**config.mk**
```make
export PLATFORM = sky130hd
export DESIGN_NAME = uniciclo_phase_sequencer
export DESIGN_NICKNAME = d
export VERILOG_FILES = /design/src/rtl/uniciclo_seq_pkg.sv /design/src/rtl/uniciclo_phase_sequencer_phase_timer.sv /design/src/rtl/uniciclo_phase_sequencer.sv
export SDC_FILE = /design/constraint.sdc
export NUM_CORES = 1
export LEC_CHECK = 0
export BUFFER_PORTS_ARGS = -buffer_cell sky130_fd_sc_hd__buf_2
export CORE_ASPECT_RATIO = 0.8
export CORE_UTILIZATION = 50
export DETAILED_ROUTE_END_ITERATION = 7
export PLACE_DENSITY = 0.86
export SYNTH_ARGS = -nofsm -noshare
export SYNTH_HDL_FRONTEND = slang
export SYNTH_HIERARCHICAL = 1
export SYNTH_SLANG_ARGS = --single-unit
```
**constraint.sdc**
```tcl
create_clock -name clock -period 5.1 [get_ports clock]
set_input_delay 0.51 -clock clock [delete_from_list [all_inputs] [get_ports clock]]
set_output_delay 0.51 -clock clock [all_outputs]
set_load 0.01 [all_outputs]
```
**src/rtl/uniciclo_seq_pkg.sv**
```systemverilog
// Shared types and constants for the uniciclo phase sequencer.
// Latency: n/a (types only).
// Backpressure: n/a.
package uniciclo_seq_pkg;

    typedef enum logic [2:0] {
        IDLE,
        PH_PC,
        PH_INST,
        PH_DATA,
        PH_REG,
        EVAL,
        DUMP,
        DONE
    } seq_state_t;

    localparam logic [1:0] HALT_NONE   = 2'd0;
    localparam logic [1:0] HALT_EMPTY  = 2'd1;
    localparam logic [1:0] HALT_CYCLES = 2'd2;

    localparam int NREGS = 32;

endpackage

```
**src/rtl/uniciclo_phase_sequencer_phase_timer.sv**
```systemverilog
// Phase down-counter: loaded with (phase length - 1), flags the last tick of the phase.
// Latency: load takes effect on the next tick; last is combinational from the count.
// Backpressure: none.
// Ports: clock, reset (sync, active-high), load, load_val, last.
module phase_timer #(
    parameter int W = 8
) (
    input  logic         clock,
    input  logic         reset,
    input  logic         load,
    input  logic [W-1:0] load_val,
    output logic         last
);

    logic [W-1:0] cnt;

    always_ff @(posedge clock) begin
        if (reset) begin
            cnt <= '0;
        end else if (load) begin
            cnt <= load_val;
        end else if (cnt != '0) begin
            cnt <= cnt - W'(1);
        end
    end

    assign last = (cnt == '0);

endmodule

```
**src/rtl/uniciclo_phase_sequencer.sv**
```systemverilog
// Phase-strobe driver for the multi-clock single-cycle MIPS core, with halt detection and optional register dump.
// Latency: all outputs registered; one instruction period = T_PC+T_INST+T_DATA+T_REG+1 ticks.
// Backpressure: dump words are held stable while dump_valid && !dump_ready; at most one word per 2 ticks.
// Ports: clock/reset/start control; instruction from the core; pc/inst/data/muu/reg phase strobes;
//        running/done/halt_reason/cycle_count status; dump_addr/dump_data bank read; dump_valid/ready/index/value stream.
// Build option: define REG_DUMP_EN to build the register-bank dump; otherwise halt goes straight to DONE.
module uniciclo_phase_sequencer
    import uniciclo_seq_pkg::*;
#(
    parameter int T_PC        = 1,
    parameter int T_INST      = 5,
    parameter int T_DATA      = 5,
    parameter int T_REG       = 1,
    parameter int NUM_CYCLES  = 100,
    parameter int EMPTY_LIMIT = 3
) (
    input  logic        clock,
    input  logic        reset,
    input  logic        start,
    input  logic [31:0] instruction,
    output logic        pc_clock,
    output logic        inst_clock,
    output logic        data_clock,
    output logic        muu_clock,
    output logic        reg_clock,
    output logic        running,
    output logic        done,
    output logic [1:0]  halt_reason,
    output logic [15:0] cycle_count,
    output logic [4:0]  dump_addr,
    input  logic [31:0] dump_data,
    output logic        dump_valid,
    input  logic        dump_ready,
    output logic [4:0]  dump_index,
    output logic [31:0] dump_value
);

`ifdef REG_DUMP_EN
    localparam seq_state_t HALT_DEST = DUMP;
`else
    localparam seq_state_t HALT_DEST = DONE;
`endif

    seq_state_t  state, state_n;
    logic        tmr_load, tmr_last;
    logic [7:0]  tmr_val;
    logic [15:0] cycle_n;
    logic [3:0]  empty_cnt, empty_n;
    logic [1:0]  halt_n;
    logic        inst_zero, inst_zero_n;

`ifdef REG_DUMP_EN
    logic [4:0]  dump_idx, dump_idx_n;
    logic        dump_valid_n;
    logic [4:0]  dump_index_n;
    logic [31:0] dump_value_n;
`endif

    phase_timer #(.W(8)) u_timer (
        .clock    (clock),
        .reset    (reset),
        .load     (tmr_load),
        .load_val (tmr_val),
        .last     (tmr_last)
    );

    always_comb begin
        state_n     = state;
        cycle_n     = cycle_count;
        empty_n     = empty_cnt;
        halt_n      = halt_reason;
        inst_zero_n = inst_zero;
`ifdef REG_DUMP_EN
        dump_idx_n   = dump_idx;
        dump_valid_n = dump_valid;
        dump_index_n = dump_index;
        dump_value_n = dump_value;
`endif
        unique case (state)
            IDLE, DONE: begin
                if (start) begin
                    state_n = PH_PC;
                    cycle_n = 16'd0;
                    empty_n = 4'd0;
                    halt_n  = HALT_NONE;
                end
            end
            PH_PC:   if (tmr_last) state_n = PH_INST;
            PH_INST: if (tmr_last) state_n = PH_DATA;
            PH_DATA: if (tmr_last) state_n = PH_REG;
            PH_REG: begin
                if (tmr_last) begin
                    inst_zero_n = (instruction == 32'd0);
                    state_n     = EVAL;
                end
            end
            EVAL: begin
                cycle_n = cycle_count + 16'd1;
                empty_n = inst_zero ? (empty_cnt + 4'd1) : 4'd0;
                // Empty-limit is tested first so it wins a tie with the cycle limit.
                if (empty_n == EMPTY_LIMIT[3:0]) begin
                    halt_n = HALT_EMPTY;
                end else if (cycle_n == NUM_CYCLES[15:0]) begin
                    halt_n = HALT_CYCLES;
                end
                state_n = (halt_n != HALT_NONE) ? HALT_DEST : PH_PC;
            end
`ifdef REG_DUMP_EN
            DUMP: begin
                if (!dump_valid) begin
                    // dump_addr already shows dump_idx, so dump_data is this register's contents.
                    dump_valid_n = 1'b1;
                    dump_index_n = dump_idx;
                    dump_value_n = dump_data;
                end else if (dump_ready) begin
                    dump_valid_n = 1'b0;
                    if (dump_idx == 5'(NREGS - 1)) begin
                        dump_idx_n = 5'd0;
                        state_n    = DONE;
                    end else begin
                        dump_idx_n = dump_idx + 5'd1;
                    end
                end
            end
`endif
            default: state_n = IDLE;
        endcase

        // Reload the phase timer on every state change with the length of the phase being entered.
        tmr_load = (state_n != state);
        case (state_n)
            PH_PC:   tmr_val = 8'(T_PC - 1);
            PH_INST: tmr_val = 8'(T_INST - 1);
            PH_DATA: tmr_val = 8'(T_DATA - 1);
            PH_REG:  tmr_val = 8'(T_REG - 1);
            default: tmr_val = 8'd0;
        endcase
    end

    always_ff @(posedge clock) begin
        if (reset) begin
            state       <= IDLE;
            cycle_count <= 16'd0;
            empty_cnt   <= 4'd0;
            halt_reason <= HALT_NONE;
            inst_zero   <= 1'b0;
            pc_clock    <= 1'b0;
            inst_clock  <= 1'b0;
            data_clock  <= 1'b0;
            muu_clock   <= 1'b0;
            reg_clock   <= 1'b0;
            running     <= 1'b0;
            done        <= 1'b0;
        end else begin
            state       <= state_n;
            cycle_count <= cycle_n;
            empty_cnt   <= empty_n;
            halt_reason <= halt_n;
            inst_zero   <= inst_zero_n;
            // Strobes decode the next state so they line up with the state register and come straight from flops.
            pc_clock    <= (state_n == PH_PC);
            inst_clock  <= (state_n == PH_INST);
            data_clock  <= (state_n == PH_DATA);
            muu_clock   <= (state_n == PH_DATA);
            reg_clock   <= (state_n == PH_REG);
            running     <= (state_n != IDLE) && (state_n != DUMP) && (state_n != DONE);
            done        <= (state_n == DONE);
        end
    end

`ifdef REG_DUMP_EN
    always_ff @(posedge clock) begin
        if (reset) begin
            dump_idx   <= 5'd0;
            dump_valid <= 1'b0;
            dump_index <= 5'd0;
            dump_value <= 32'd0;
        end else begin
            dump_idx   <= dump_idx_n;
            dump_valid <= dump_valid_n;
            dump_index <= dump_index_n;
            dump_value <= dump_value_n;
        end
    end

    assign dump_addr = dump_idx;
`else
    logic unused_dump;
    assign unused_dump = ^{dump_data, dump_ready};

    assign dump_addr  = 5'd0;
    assign dump_valid = 1'b0;
    assign dump_index = 5'd0;
    assign dump_value = 32'd0;
`endif

endmodule

```
==> results.txt, run 1 <==
- A synthesized cell averages 7.91 sq um.
- Dividing the detail-routed via count by the number of cells gives 5.52.
- Post-layout minimum cycle time: 2.51 ns
* Footprint of the flip-flops and latches: 801 sq um
- Clock tree synthesis selected as its root buffer the cell clkbuf_8.
- Count of placed standard cells in the final layout, fillers left out: 458
* Cell taking the most area after synthesis: dfxtp_1
- Most frequent cells in the layout: buf_2, conb_1, dfxtp_1
- Placed Cells incl. Taps: 450
- Once detail routing completed, the nets flagged for antenna violations numbered 0.
- Of the synthesized area, sequential elements account for 0.294.
- Post-Synthesis Cells: 345
- For this design, the slowest cell found on the critical path is and4bb_1.
* Sinks on Clock Net: 40
- Buffers inserted to repair hold after CTS numbered 0.
- Power spread over the standard cell area amounts to 303 mW/mm^2.
- Mapped Area: 0.00273 sq mm
* Type of the setup path with the least slack: register to register
- Type of destination of the critical path: register
- The die is 68.1 microns tall.
- Post-synth ARST share: 0
* Portion of synthesized cell area occupied by the leading cell type: 0.294
* Maximum clock frequency: 399 MHz
- Summed over all nets, the half-perimeter wirelength after detailed placement is 4.17 mm.
* Area of the multi-input gates: 0.00166 sq mm
- I/O pin count: 136
- The via count of the first global-routing pass came to 2036.
- Horiz. Die Dim: 84.6 microns
* Class of the most critical hold timing path: register to register
- Along the worst path, the maximum fanout reaches 17.
- Of the total power, registers draw 0.432.
- Switch Pwr: 0.317 mW
- Arrival time reported for the critical path endpoint: 2.65 ns
- Clk pwr share: 0.247
* Iteration count of the initial detailed-routing pass: 6
- TritonCTS created 5 clock buffers.
* Top flip-flop cell by instance count after synthesis: dfxtp_1
- Buffers placed on the I/O ports in this run total 59.
* Iteration-0 DRC count of the detailed router: 160
* DRC viols: 0
- Met3 capacity usage during global routing: 0.0410
- For the final routed database, the setup TNS stands at 0 ns.
- Setup violations remaining at the end of the flow were counted as 0.
- Floorplan core area: 0.00512 sq mm
* First-pass GRT wire length: 9.29 mm
- The number of antenna diodes in the final layout is 0.
- For this run, the share of the core covered by cells in the final layout is 0.578.
- Status: finished clean
* Worst-case clock buffer depth: 2
- Initial antenna violation count: 0
- In this run the critical register-to-register path is captured at u_timer/cnt[5].
* Final count of pins violating max slew: 0
* Final Net Count: 467
* FF-to-FF Start: u_timer/cnt[3]
- At the end of routability-driven placement, the weighted congestion stood at 0.824.
* Static Leakage: 1.26 nW
- From synthesis to final layout, the design area changed by 8.58%.
- For this run the aggregate overflow at the end of global routing stands at 0.
- Flop2flop setup slack: 2.59 ns
* Routed WL: 5.88 mm
- CTS H-tree lvls: 2
- Number of library cell types mapped by synthesis: 61
* Post-CTS resize count: 0
* Number of warnings issued by yosys: 6
- Flops & latches, synth: 40
- Post-route total power: 0.898 mW
* Crit-path cells: nor4_4 > and4bb_1 > mux2i_1 > a221oi_1 > buf_4 > or2_2 > o32ai_1
* Layer with the highest usage after global routing: met2
* Part of the total power dissipated in combinational logic: 0.320
* Delay of the slowest critical-path stage: 0.64 ns
- In the global route stage, overall resource usage came out at 0.206.
- Fill cells in the final layout number 450.
- Count of flip-flops with a built-in enable after synthesis: 0
* CP Data Required Time: 5.24 ns
* Worst relative slew slack: 0.485
- For this run, global-route usage on met1 was measured as 0.265.
- Part of the cycle the worst path needs: 0.492
- Pin slew with the least headroom to its limit: 0.772 ns
* Peak ir drop on the vdd network: 0.000175 V
- Of the total power, the share spent switching nets is 0.353.
- Total setup buffers inserted after CTS: 0
- Worst-skew pair later-pin latency: 0.30 ns
- The number of cells on the worst reg-to-reg path is 7.
* Clock slew seen by the registers of the worst setup and hold paths: 0.08 ns
* Final routed wire length divided by cell count: 12.8 microns
* Maximum clock skew at final layout: 0.00545 ns
* Maximum number of pins on one net before global-route repair: 44
- Effective utilization at floorplan: 0.532
- Most common cell after layout, fill and taps aside: buf_2
- Of the cells placed in the final design, the portion with a size suffix greater than 1 is 0.207.
* Hold Path Sink: empty_cnt[3]
* Final hold violations: 0
* Setup repair after global routing missed its margin: no
- Worst Hold Margin: 0.493 ns
- Pint: 0.581 mW
* Maximum capacitance violations: 0
* CTS tree: built
- Die area: 0.00576 sq mm
- The final route contains 2527 vias.
* Synth area leaders: dfxtp_1, buf_4, a21oi_1
- For met2 alone, demand over resource in global routing was 0.343.
* Min-Delay Startpoint: empty_cnt[3]
- The worst setup path is launched from a register.
- The worst hold path was traced through 2 stages.
* Std cell rows: 23
worst max-delay path, delay by kind of cell (launching register included):
family,cells,cell delay [ns]
muxes,1,0.15
DFF,1,0.37
and+or+nand+nor,3,1.18
AOI/OAI and AO/OA,2,0.41
buffers and inverters,1,0.24
flip-flops by register name, indices dropped and copies added (netlist names):
name         flops
empty_cnt        4
halt_reason      2
u_timer/cnt      8
pc_clock         1
reg_clock        1
inst_zero        1
cycle_count     16
inst_clock       1
running          1
muu_clock        1
state            3
done             1
worst max path at each step:
stage	start	end	slack, ns	cells after the start
2_1_floorplan	u_timer/cnt[3]	u_timer/cnt[0]	2.61	10
3_3_place_gp	u_timer/cnt[3]	u_timer/cnt[3]	2.71	7
3_5_place_dp	u_timer/cnt[3]	u_timer/cnt[5]	2.62	7
4_1_cts	u_timer/cnt[3]	u_timer/cnt[5]	2.60	7
5_1_grt	u_timer/cnt[3]	u_timer/cnt[5]	2.35	7
6_report	u_timer/cnt[3]	u_timer/cnt[5]	2.59	7
power groups by stage:
stage / Sequential, mW / Combinational (mW) / Clock, mW
finish: 0.388 / 0.288 / 0.222
global route: 0.393 / 0.324 / 0.239
CTS: 0.387 / 0.286 / 0.228
detailed placement: 0.394 / 0.285 / 0
global placement: 0.391 / 0.273 / 0
floorplan: 0.385 / 0.272 / 0
cell usage after synthesis (all sizes together) (4+ instances only):
cell / instances
ha: 4
o32ai: 5
inv: 5
nor4: 11
o21ai: 12
or3: 7
nand2: 19
nor3: 13
xnor2: 6
nand3: 12
dfxtp: 40
clkbuf: 17
a21oi: 26
nand4: 9
or4: 4
xor2: 5
a211oi: 7
nor3b: 5
and2: 4
nand4b: 4
nor2: 28
buf: 51
cells by family (layout without fill, tap and decap cells):
group	count (synthesis)	after routing	share of synthesized area
buffers and inverters	73	75	0.167
and+or+nand+nor	135	135	0.285
xor gates and xnor gates	11	11	0.0353
AOI/OAI and AO/OA	78	78	0.189
DFF	40	40	0.294
other	1	50	0.00137
adders and majority gates	4	4	0.0183
muxes	3	3	0.0110
stage by stage:
stage	area, sq um	setup slack, ns
3_3_place_gp	2870	2.71
5_1_grt	2960	2.35
2_1_floorplan	2910	2.61
4_1_cts	2960	2.60
3_5_place_dp	2870	2.62
6_report	2960	2.59
layer usage:
metal,up-vias,part of all wire
met5,-,0
met4,0,0.015
met3,7,0.063
met2,111,0.46
met1,1146,0.47
li1,1263,-
cell type report:
cell class / instances / share of cell area
clock buffer: 8 / 0.0304
sequential: 40 / 0.270
timing repair buffer: 62 / 0.107
inverter: 5 / 0.00634
tap: 62 / 0.0262
multi-input combinational: 281 / 0.559
Power figures use the tool's default switching activity.
==> run 2, diff against run 1 <==
--- a/config.mk
+++ b/config.mk
@@ -7,9 +7,9 @@
 export LEC_CHECK = 0
 export BUFFER_PORTS_ARGS = -buffer_cell sky130_fd_sc_hd__buf_2
 export CORE_ASPECT_RATIO = 0.8
-export CORE_UTILIZATION = 50
+export CORE_UTILIZATION = 46
 export DETAILED_ROUTE_END_ITERATION = 7
-export PLACE_DENSITY = 0.86
+export PLACE_DENSITY = 0.8
 export SYNTH_ARGS = -nofsm -noshare
 export SYNTH_HDL_FRONTEND = slang
 export SYNTH_HIERARCHICAL = 1
==> constraint.sdc (replaced) <==
create_clock -name clock -period 2.4 [get_ports clock]
set_input_delay 0.24 -clock clock [delete_from_list [all_inputs] [get_ports clock]]
set_output_delay 0.24 -clock clock [all_outputs]
set_load 0.01 [all_outputs]
==> run 2 against run 1 <==
Against the previous run: maximum frequency grew 10%; flip-flop and latch count is the same; global-route usage shrank 1.1 points; setup slack lost 2.5 ns; first-iteration DRC count grew 5.6%; non-clock buffer count grew 15; die area grew 8.5%; sequential power grew 110%; power grew 130%; hold slack lost 0.15 ns; register-to-register slack lost 2.5 ns; critical path type unchanged.
==> results.txt, run 2 (synthesis gave the netlist of run 1 again) <==
- Part of the cycle the worst path needs: 0.950 (+0.458)
- STA classifies the critical path startpoint as a register.
- Final hold violations: 0 (unchanged)
- Area of the multi-input gates: 0.00169 sq mm (+2.3%)
- Worst-case clock buffer depth: 2 (unchanged)
- FF-to-FF Start: cycle_count[4]
- The endpoint arrival time on the critical path was 2.51 ns (-0.14 ns).
- The combined flip-flop and latch cell area came to 801 sq um (unchanged).
- The number of nets still failing antenna checks after routing is 0 (unchanged).
- The number of CTS-inserted buffers was 5 (unchanged).
- Final count of pins violating max slew: 0 (unchanged)
- CP Data Required Time: 2.63 ns (-2.61 ns)
* Routed WL: 6.16 mm (+4.7%)
- The effective utilization at floorplan was 0.488 (-0.0441).
* Type of destination of the critical path: register
- Delay of the slowest critical-path stage: 0.62 ns (-0.02 ns)
* Clk pwr share: 0.229 (-0.018)
* Type of the setup path with the least slack: register to register
- The run finished with clean final reports.
* Post-DP Area: 0.00299 sq mm (+4.1%)
* Registers with the highest flip-flop counts: cycle_count: 16 flops, u_timer/cnt: 8 flops, empty_cnt: 4 flops
- Buffer cell driving the clock tree root: clkbuf_8
- I/O pin count: 136 (unchanged)
- Switch Pwr: 0.731 mW (+130%)
* Worst relative slew slack: 0.440 (-0.0459)
- The die outline area was 0.00624 sq mm (+8.5%).
- The clock latency on the worst-skew pair was 0.30 ns (about the same).
- Master of the slowest instance on the critical path: or4_4
* Detailed-placement wirelength estimate: 4.43 mm (+6.2%)
- GP Congestion: 0.822 (-0.27%)
- The worst voltage drop across the vdd grid was 0.000282 V (+61%).
- Min-Delay Startpoint: instruction[22]
- Flop2flop setup slack: 0.12 ns (-2.47 ns)
- Maximum clock skew at final layout: 0.00907 ns (+0.00362 ns)
* Max reg flops: 16 (unchanged)
- The final instance area was 0.00313 sq mm (+5.8%).
- Maximum clock frequency: 438 MHz (+10%)
- Std cell rows: 24 (+4.3%)
- The depth of the CTS H-tree was 2 (unchanged).
- Largest register by flop count: cycle_count
- Post-route total power: 2.06 mW (+130%)
- Ratio of cells with drive above 1 in the final layout: 0.263 (+0.0557)
* GR Util All Layers: 0.196 (-0.0107)
* Final Net Count: 482 (+3.2%)
- DRC viols: 0 (unchanged)
* Largest fanout on the critical path: 10 (-7)
- Post-layout minimum cycle time: 2.28 ns (-0.227 ns)
- The number of inserted filler cells in the final layout is 540 (+20%).
* Pint: 1.33 mW (+130%)
* Worst Hold Margin: 0.346 ns (-0.147 ns)
- CP Launch Point: cycle_count[4]
- The logic depth of the worst register-to-register path came to 6 (-1).
- The first-pass GRT wire length came to 9.72 mm (+4.5%).
- Floorplan core area: 0.00559 sq mm (+9.0%)
- Area growth from synthesis to layout: 14.9%
- Leaving out fill and tap cells, the most frequent cell in the layout is buf_2.
* Total setup violations reported at the end of the flow: 0 (unchanged)
* Maximum number of pins on one net before global-route repair: 44 (unchanged)
* Power per cell area: 659 mW/mm^2 (+120%)
* Pin slew with the least headroom to its limit: 0.837 ns (+0.0649 ns)
- The antenna cell count is 0 (unchanged).
- Sinks on Clock Net: 40 (unchanged)
- Total congestion overflow: 0 (unchanged)
- Total via count after detailed routing: 2592 (+2.6%)
- The clock transition at the registers of the reported paths was 0.08 ns (about the same).
- Part of the total power dissipated in combinational logic: 0.368 (+0.048)
- Capturing instance or port of the critical path: halt_reason[1]
- Horiz. Die Dim: 88.1 microns (+4.2%)
* Most frequent cells in the layout: buf_2, conb_1, dfxtp_1
- The total leakage power was 1.35 nW (+6.9%).
* Class of the most critical hold timing path: input pin to register
- The vertical extent of the die came to 70.9 microns (+4.1%).
- The violation count after the first detailed-route iteration came to 169 (+5.6%).
- PortBufs: 59 (unchanged)
- Iteration count of the initial detailed-routing pass: 5 (-1)
- Via density per instance: 5.30 (-3.9%)
* Vias in the first global route: 2161 (+6.1%)
* Maximum capacitance violations: 0 (unchanged)
- Endpoint of the worst register-to-register path: halt_reason[1]
* CTS tree: built
- The power share of the sequential group came to 0.403 (-0.029).
- The signal on the critical path passes through nand4_1 > or4_4 > a211oi_2 > nor2_1 > or4_1 > o22ai_1.
- The per-cell routed wire length is 12.6 microns (-1.9%).
- The final design utilization was 0.561 (-0.0170).
- Switch share: 0.354 (+0.00134)
- The number of antenna violations at the first check in global routing is 0 (unchanged).
[run 2: worst min path at each step]
stage	to	cells past startpoint	slack, ns
2_1_floorplan	state[0]	1	0.34
3_3_place_gp	empty_cnt[3]	2	0.47
3_5_place_dp	empty_cnt[3]	2	0.49
4_1_cts	inst_zero	6	0.34
5_1_grt	inst_zero	6	0.43
6_report	inst_zero	6	0.35
[run 2: cell type report]
type	count	area share
Multi-Input combinational cell	281	0.541
Sequential cell	40	0.255
Timing Repair Buffer	77	0.137
Tap cell	78	0.0311
Clock buffer	6	0.0263
Inverter	5	0.00599
Clock inverter	2	0.00319
[run 2: critical path, delay by kind of cell (launching register included)]
family / cells / cell delay [ns]
AOI/OAI and AO/OA: 2 / 0.37
and+or+nand+nor: 4 / 1.37
DFF: 1 / 0.48
[run 2: per-layer routing]
layer / wire length, microns / vias up / global-route usage / share of wire
li1: - / 1291 / - / -
met1: 2790 / 1167 / 0.261 / 0.45
met2: 2840 / 118 / 0.314 / 0.46
met3: 414 / 16 / 0.0408 / 0.067
met4: 109 / 0 / 0.0663 / 0.018
met5: 0 / - / 0 / 0
[run 2: stage by stage]
stage          TNS, ns  instances  worst slack [ns]
3_3_place_gp         0        478             0.233
5_1_grt        -0.0357        489           -0.0187
4_1_cts              0        486             0.127
6_report             0        489             0.119
3_5_place_dp         0        478             0.154
2_1_floorplan        0        394            0.0562
[run 2: power by group through the flow]
stage | Combinational [mW] | Clock [mW] | Sequential, mW
2_1_floorplan | 0.587 | 0 | 0.818
3_3_place_gp | 0.662 | 0 | 0.839
3_5_place_dp | 0.683 | 0 | 0.843
4_1_cts | 0.686 | 0.478 | 0.829
5_1_grt | 0.845 | 0.511 | 0.844
6_report | 0.760 | 0.472 | 0.832
[run 2: what timing repair did]
item | 4_1_cts | 5_1_grt
hold endpoints to repair | 0 | 0
setup endpoints to repair | 0 | 11
setup buffers | 0 | 3
resized for setup | 0 | 8
hold buffers | 0 | 0
==> run 3, diff against run 2 <==
--- a/config.mk
+++ b/config.mk
@@ -5,11 +5,11 @@
 export SDC_FILE = /design/constraint.sdc
 export NUM_CORES = 1
 export LEC_CHECK = 0
+export ABC_AREA = 1
 export BUFFER_PORTS_ARGS = -buffer_cell sky130_fd_sc_hd__buf_2
 export CORE_ASPECT_RATIO = 0.8
-export CORE_UTILIZATION = 46
+export CORE_UTILIZATION = 30
 export DETAILED_ROUTE_END_ITERATION = 7
-export PLACE_DENSITY = 0.8
 export SYNTH_ARGS = -nofsm -noshare
 export SYNTH_HDL_FRONTEND = slang
 export SYNTH_HIERARCHICAL = 1
==> run 3 against run 2 <==
Against the previous run: clock power increased by 43%; power grew 28%; synthesized area increased by 1.1%; first-iteration DRC count is 7.7% higher; wire length increased by 12%; maximum frequency down 3.2%; sequential power decreased by 3.6%; critical path depth up 8; clock skew is 0.0021 ns lower.
==> results.txt, run 3 <==
- Number of library cell types mapped by synthesis: 36 (-41%)
- Most common cell after layout, fill and taps aside: nand2_1
* GP Congestion: 0.825 (+0.34%)
- The logic depth of the worst register-to-register path is 14 (+8).
- The depth of the CTS H-tree is 2 (unchanged).
* Peak ir drop on the vdd network: 0.000423 V (+50%)
- Type of the setup path with the least slack: register to register
* I/O pin count: 136 (unchanged)
- Static Leakage: 1.66 nW (+23%)
- The footprint of the multi-input gates was 0.00174 sq mm (+2.5%).
- The final design utilization came to 0.412 (-0.149).
* Die area: 0.00958 sq mm (+53%)
- Total setup violations reported at the end of the flow: 0 (unchanged)
- The setup TNS was 0 ns (unchanged).
- Registers with the highest flip-flop counts: cycle_count: 16 flops, u_timer/cnt: 8 flops, empty_cnt: 4 flops
- Flops & latches, synth: 40 (unchanged)
- Worst-case clock buffer depth: 2 (unchanged)
- Compared with the post-synthesis result, the final layout area differs by 30.1%.
- Most frequent cells in the layout: nand2_1, buf_2, conb_1
* Maximum capacitance violations: 0 (unchanged)
- Clock slew seen by the registers of the worst setup and hold paths: 0.06 ns (-0.02 ns)
* Number of buffers created by CTS: 5 (unchanged)
- Following the worst setup path forward leads to its endpoint at u_timer/cnt[0].
* Filler instances: 914 (+69%)
* Buffer cell driving the clock tree root: clkbuf_16
* GR Util All Layers: 0.144 (-0.0519)
- Walking the worst path, the cells encountered are inv_1 > ha_2 > nand2_4 > nor2_8 > inv_2 > a21oi_1 > a311oi_1 > nand4_1 > xor2_1 > a21oi_2 > nand2_4 > inv_6 > o21ai_0 > nor3_1.
* Final count of pins violating max slew: 0 (unchanged)
- Iteration count of the initial detailed-routing pass: 4 (-1)
- The power density over the cells was 736 mW/mm^2 (+12%).
- The number of flip-flops under the largest register name was 16 (unchanged).
* Std cell rows: 30 (+25%)
- Part of the cycle the worst path needs: 0.982 (+0.0318)
- Total congestion overflow: 0 (unchanged)
- The detailed-route DRC error count was 0 (unchanged).
- Ratio of cells with drive above 1 in the final layout: 0.308 (+0.0449)
- The sum of net half-perimeters after detailed placement is 5.17 mm (+17%).
* Iteration-0 DRC count of the detailed router: 182 (+7.7%)
- The largest net degree at the start of global routing was 23 (-48%).
* Endpoint of the worst register-to-register path: u_timer/cnt[0]
* Number of inserted diodes: 0 (unchanged)
- The routed wire length was 6.92 mm (+12%).
* Die Height: 87.7 microns (+24%)
- Vias in the first global route: 2460 (+14%)
- Status: finished clean
- The endpoint arrival time on the critical path was 2.55 ns (+0.04 ns).
- Type of destination of the critical path: register
* Delay of the slowest critical-path stage: 0.33 ns (-0.29 ns)
- Most used cell along the critical path: nand2_4
- Sequential fraction of the synthesis area: 0.291 (-0.00307)
- For this design, the slowest cell found on the critical path is dfxtp_1.
* Mapped Area: 0.00276 sq mm (+1.1%)
* Post-synth ARST share: 0 (unchanged)
- The worst clock skew on the final layout is 0.00695 ns (-0.00212 ns).
* Worst-skew pair later-pin latency: 0.28 ns (-0.02 ns)
- By count the netlist is led by nand2_1, nor2_1, buf_4, dfxtp_1, inv_1.
- More flip-flops sit in one register than any other, and that register is cycle_count.
- The critical-path maximum fanout was 6 (-4).
* Footprint of the flip-flops and latches: 807 sq um (+0.78%)
- The final worst hold slack was 0.319 ns (-0.0268 ns).
- Setup repair after global routing missed its margin: yes
* Effective utilization at floorplan: 0.317 (-0.172)
- The first-pass GRT wire length came to 11.0 mm (+14%).
- Portion of synthesized cell area occupied by the leading cell type: 0.291 (-0.00307)
* Worst relative slew slack: 0.634 (+0.194)
- Number of warnings issued by yosys: 6 (unchanged)
- TritonCTS built the clock tree.
* Post-Synthesis Cells: 417 (+21%)
- Tracing the worst setup path back leads to its startpoint at u_timer/cnt[0].
- Final Net Count: 591 (+23%)
- The peak clock frequency supported by timing is 424 MHz (-3.2%).
* Post-layout minimum cycle time: 2.36 ns (+0.0763 ns)
- Class of the most critical hold timing path: input pin to register
- By area the synthesized netlist is led by dfxtp_1, nand2_1, buf_4.
- The number of hold violations in the final report was 0 (unchanged).
* Cell taking the most area after synthesis: dfxtp_1
- Top flip-flop cell by instance count after synthesis: dfxtp_1
* Final routed wire length divided by cell count: 11.0 microns (-13%)
- The number of nets still failing antenna checks after routing is 0 (unchanged).
- The detailed-route vias per instance came to 4.49 (-15%).
* FF-to-FF Start: u_timer/cnt[0]
- Horiz. Die Dim: 109 microns (+24%)
- Avg Cell Area, Syn: 6.61 sq um (-16%)
* Count of flip-flops with a built-in enable after synthesis: 0 (unchanged)
- Floorplan core area: 0.00871 sq mm (+56%)
- Initial antenna violation count: 0 (unchanged)
* Total via count after detailed routing: 2836 (+9.4%)
- The count of buffers inserted at the top-level ports was 59 (unchanged).
- Flop2flop setup slack: 0.04 ns (-0.08 ns)
- Sinks on Clock Net: 40 (unchanged)
- The required time reported for the critical path endpoint came to 2.59 ns (-0.04 ns).
* Most repeated cell in the gate-level netlist after synthesis: nand2_1
* Pin slew with the least headroom to its limit: 0.543 ns (-0.293 ns)
* Kind of launch point of the worst setup path: register
-- run 3: what timing repair did --
item | CTS | global route
hold buffers | 0 | 0
setup buffers | 0 | 4
pin swaps | 1 | 24
resized for setup | 3 | 34
setup endpoints to repair | 6 | 8
-- run 3: cell families (layout without fill, tap and decap cells) --
group / after synthesis / in the layout / synth area share
xor+xnor: 5 / 5 / 0.0159
buf+inv: 93 / 147 / 0.187
simple gates: 228 / 228 / 0.395
other cells: 1 / 50 / 0.00136
fa+ha+maj: 4 / 4 / 0.0182
flops: 40 / 40 / 0.291
compound gates: 46 / 46 / 0.0921
-- run 3: where the power goes --
| part | internal, mW | switching, mW |
|---|---|---|
| Sequential | 0.744 | 0.0585 |
| Clock | 0.410 | 0.264 |
| Combinational | 0.500 | 0.665 |
| Total | 1.65 | 0.988 |
-- run 3: worst min-delay path by stage --
stage,start,end,slack (ns),cells after the start
after global routing,reset,cycle_count[13],0.34,2
after CTS,reset,cycle_count[15],0.31,2
after global placement,empty_cnt[3],empty_cnt[3],0.45,2
after detailed placement,empty_cnt[3],empty_cnt[3],0.46,2
final,reset,cycle_count[15],0.32,2
after floorplan,reset,u_timer/cnt[3],0.31,1
-- run 3: final cells by class --
| cell class | instances | area share |
|---|---|---|
| multi-input cells | 333 | 0.484 |
| repair buffers | 98 | 0.166 |
| well taps | 112 | 0.0391 |
| clock inverters | 2 | 0.00279 |
| inverters | 41 | 0.0443 |
| flip-flops and latches | 40 | 0.225 |
| clock buffers | 6 | 0.0387 |
-- run 3: layer usage --
| layer | GRT usage | vias up | part of all wire | wire [microns] |
|---|---|---|---|---|
| met3 | 0.0231 | 6 | 0.058 | 404 |
| met4 | 0.0332 | 0 | 0.0092 | 64 |
| met5 | 0 | - | 0 | 0 |
| met2 | 0.241 | 111 | 0.45 | 3130 |
| met1 | 0.193 | 1258 | 0.48 | 3330 |
| li1 | - | 1461 | - | - |
-- run 3: through the flow --
step	cells	instance area (sq um)	power, mW	worst slack [ns]
global placement	620	3280	1.76	-0.0300
CTS	628	3440	2.48	0.000211
finish	632	3590	2.64	0.0430
detailed placement	620	3280	1.77	-0.0284
global route	632	3590	2.83	-0.118
floorplan	466	2940	1.46	0.0193
-- run 3: worst max-delay path: cells and delay by family (launching register included) --
family | cells | cell delay, ns
compound gates | 4 | 0.60
buf+inv | 3 | 0.24
simple gates | 5 | 0.70
fa+ha+maj | 1 | 0.21
flops | 1 | 0.33
xor+xnor | 1 | 0.19
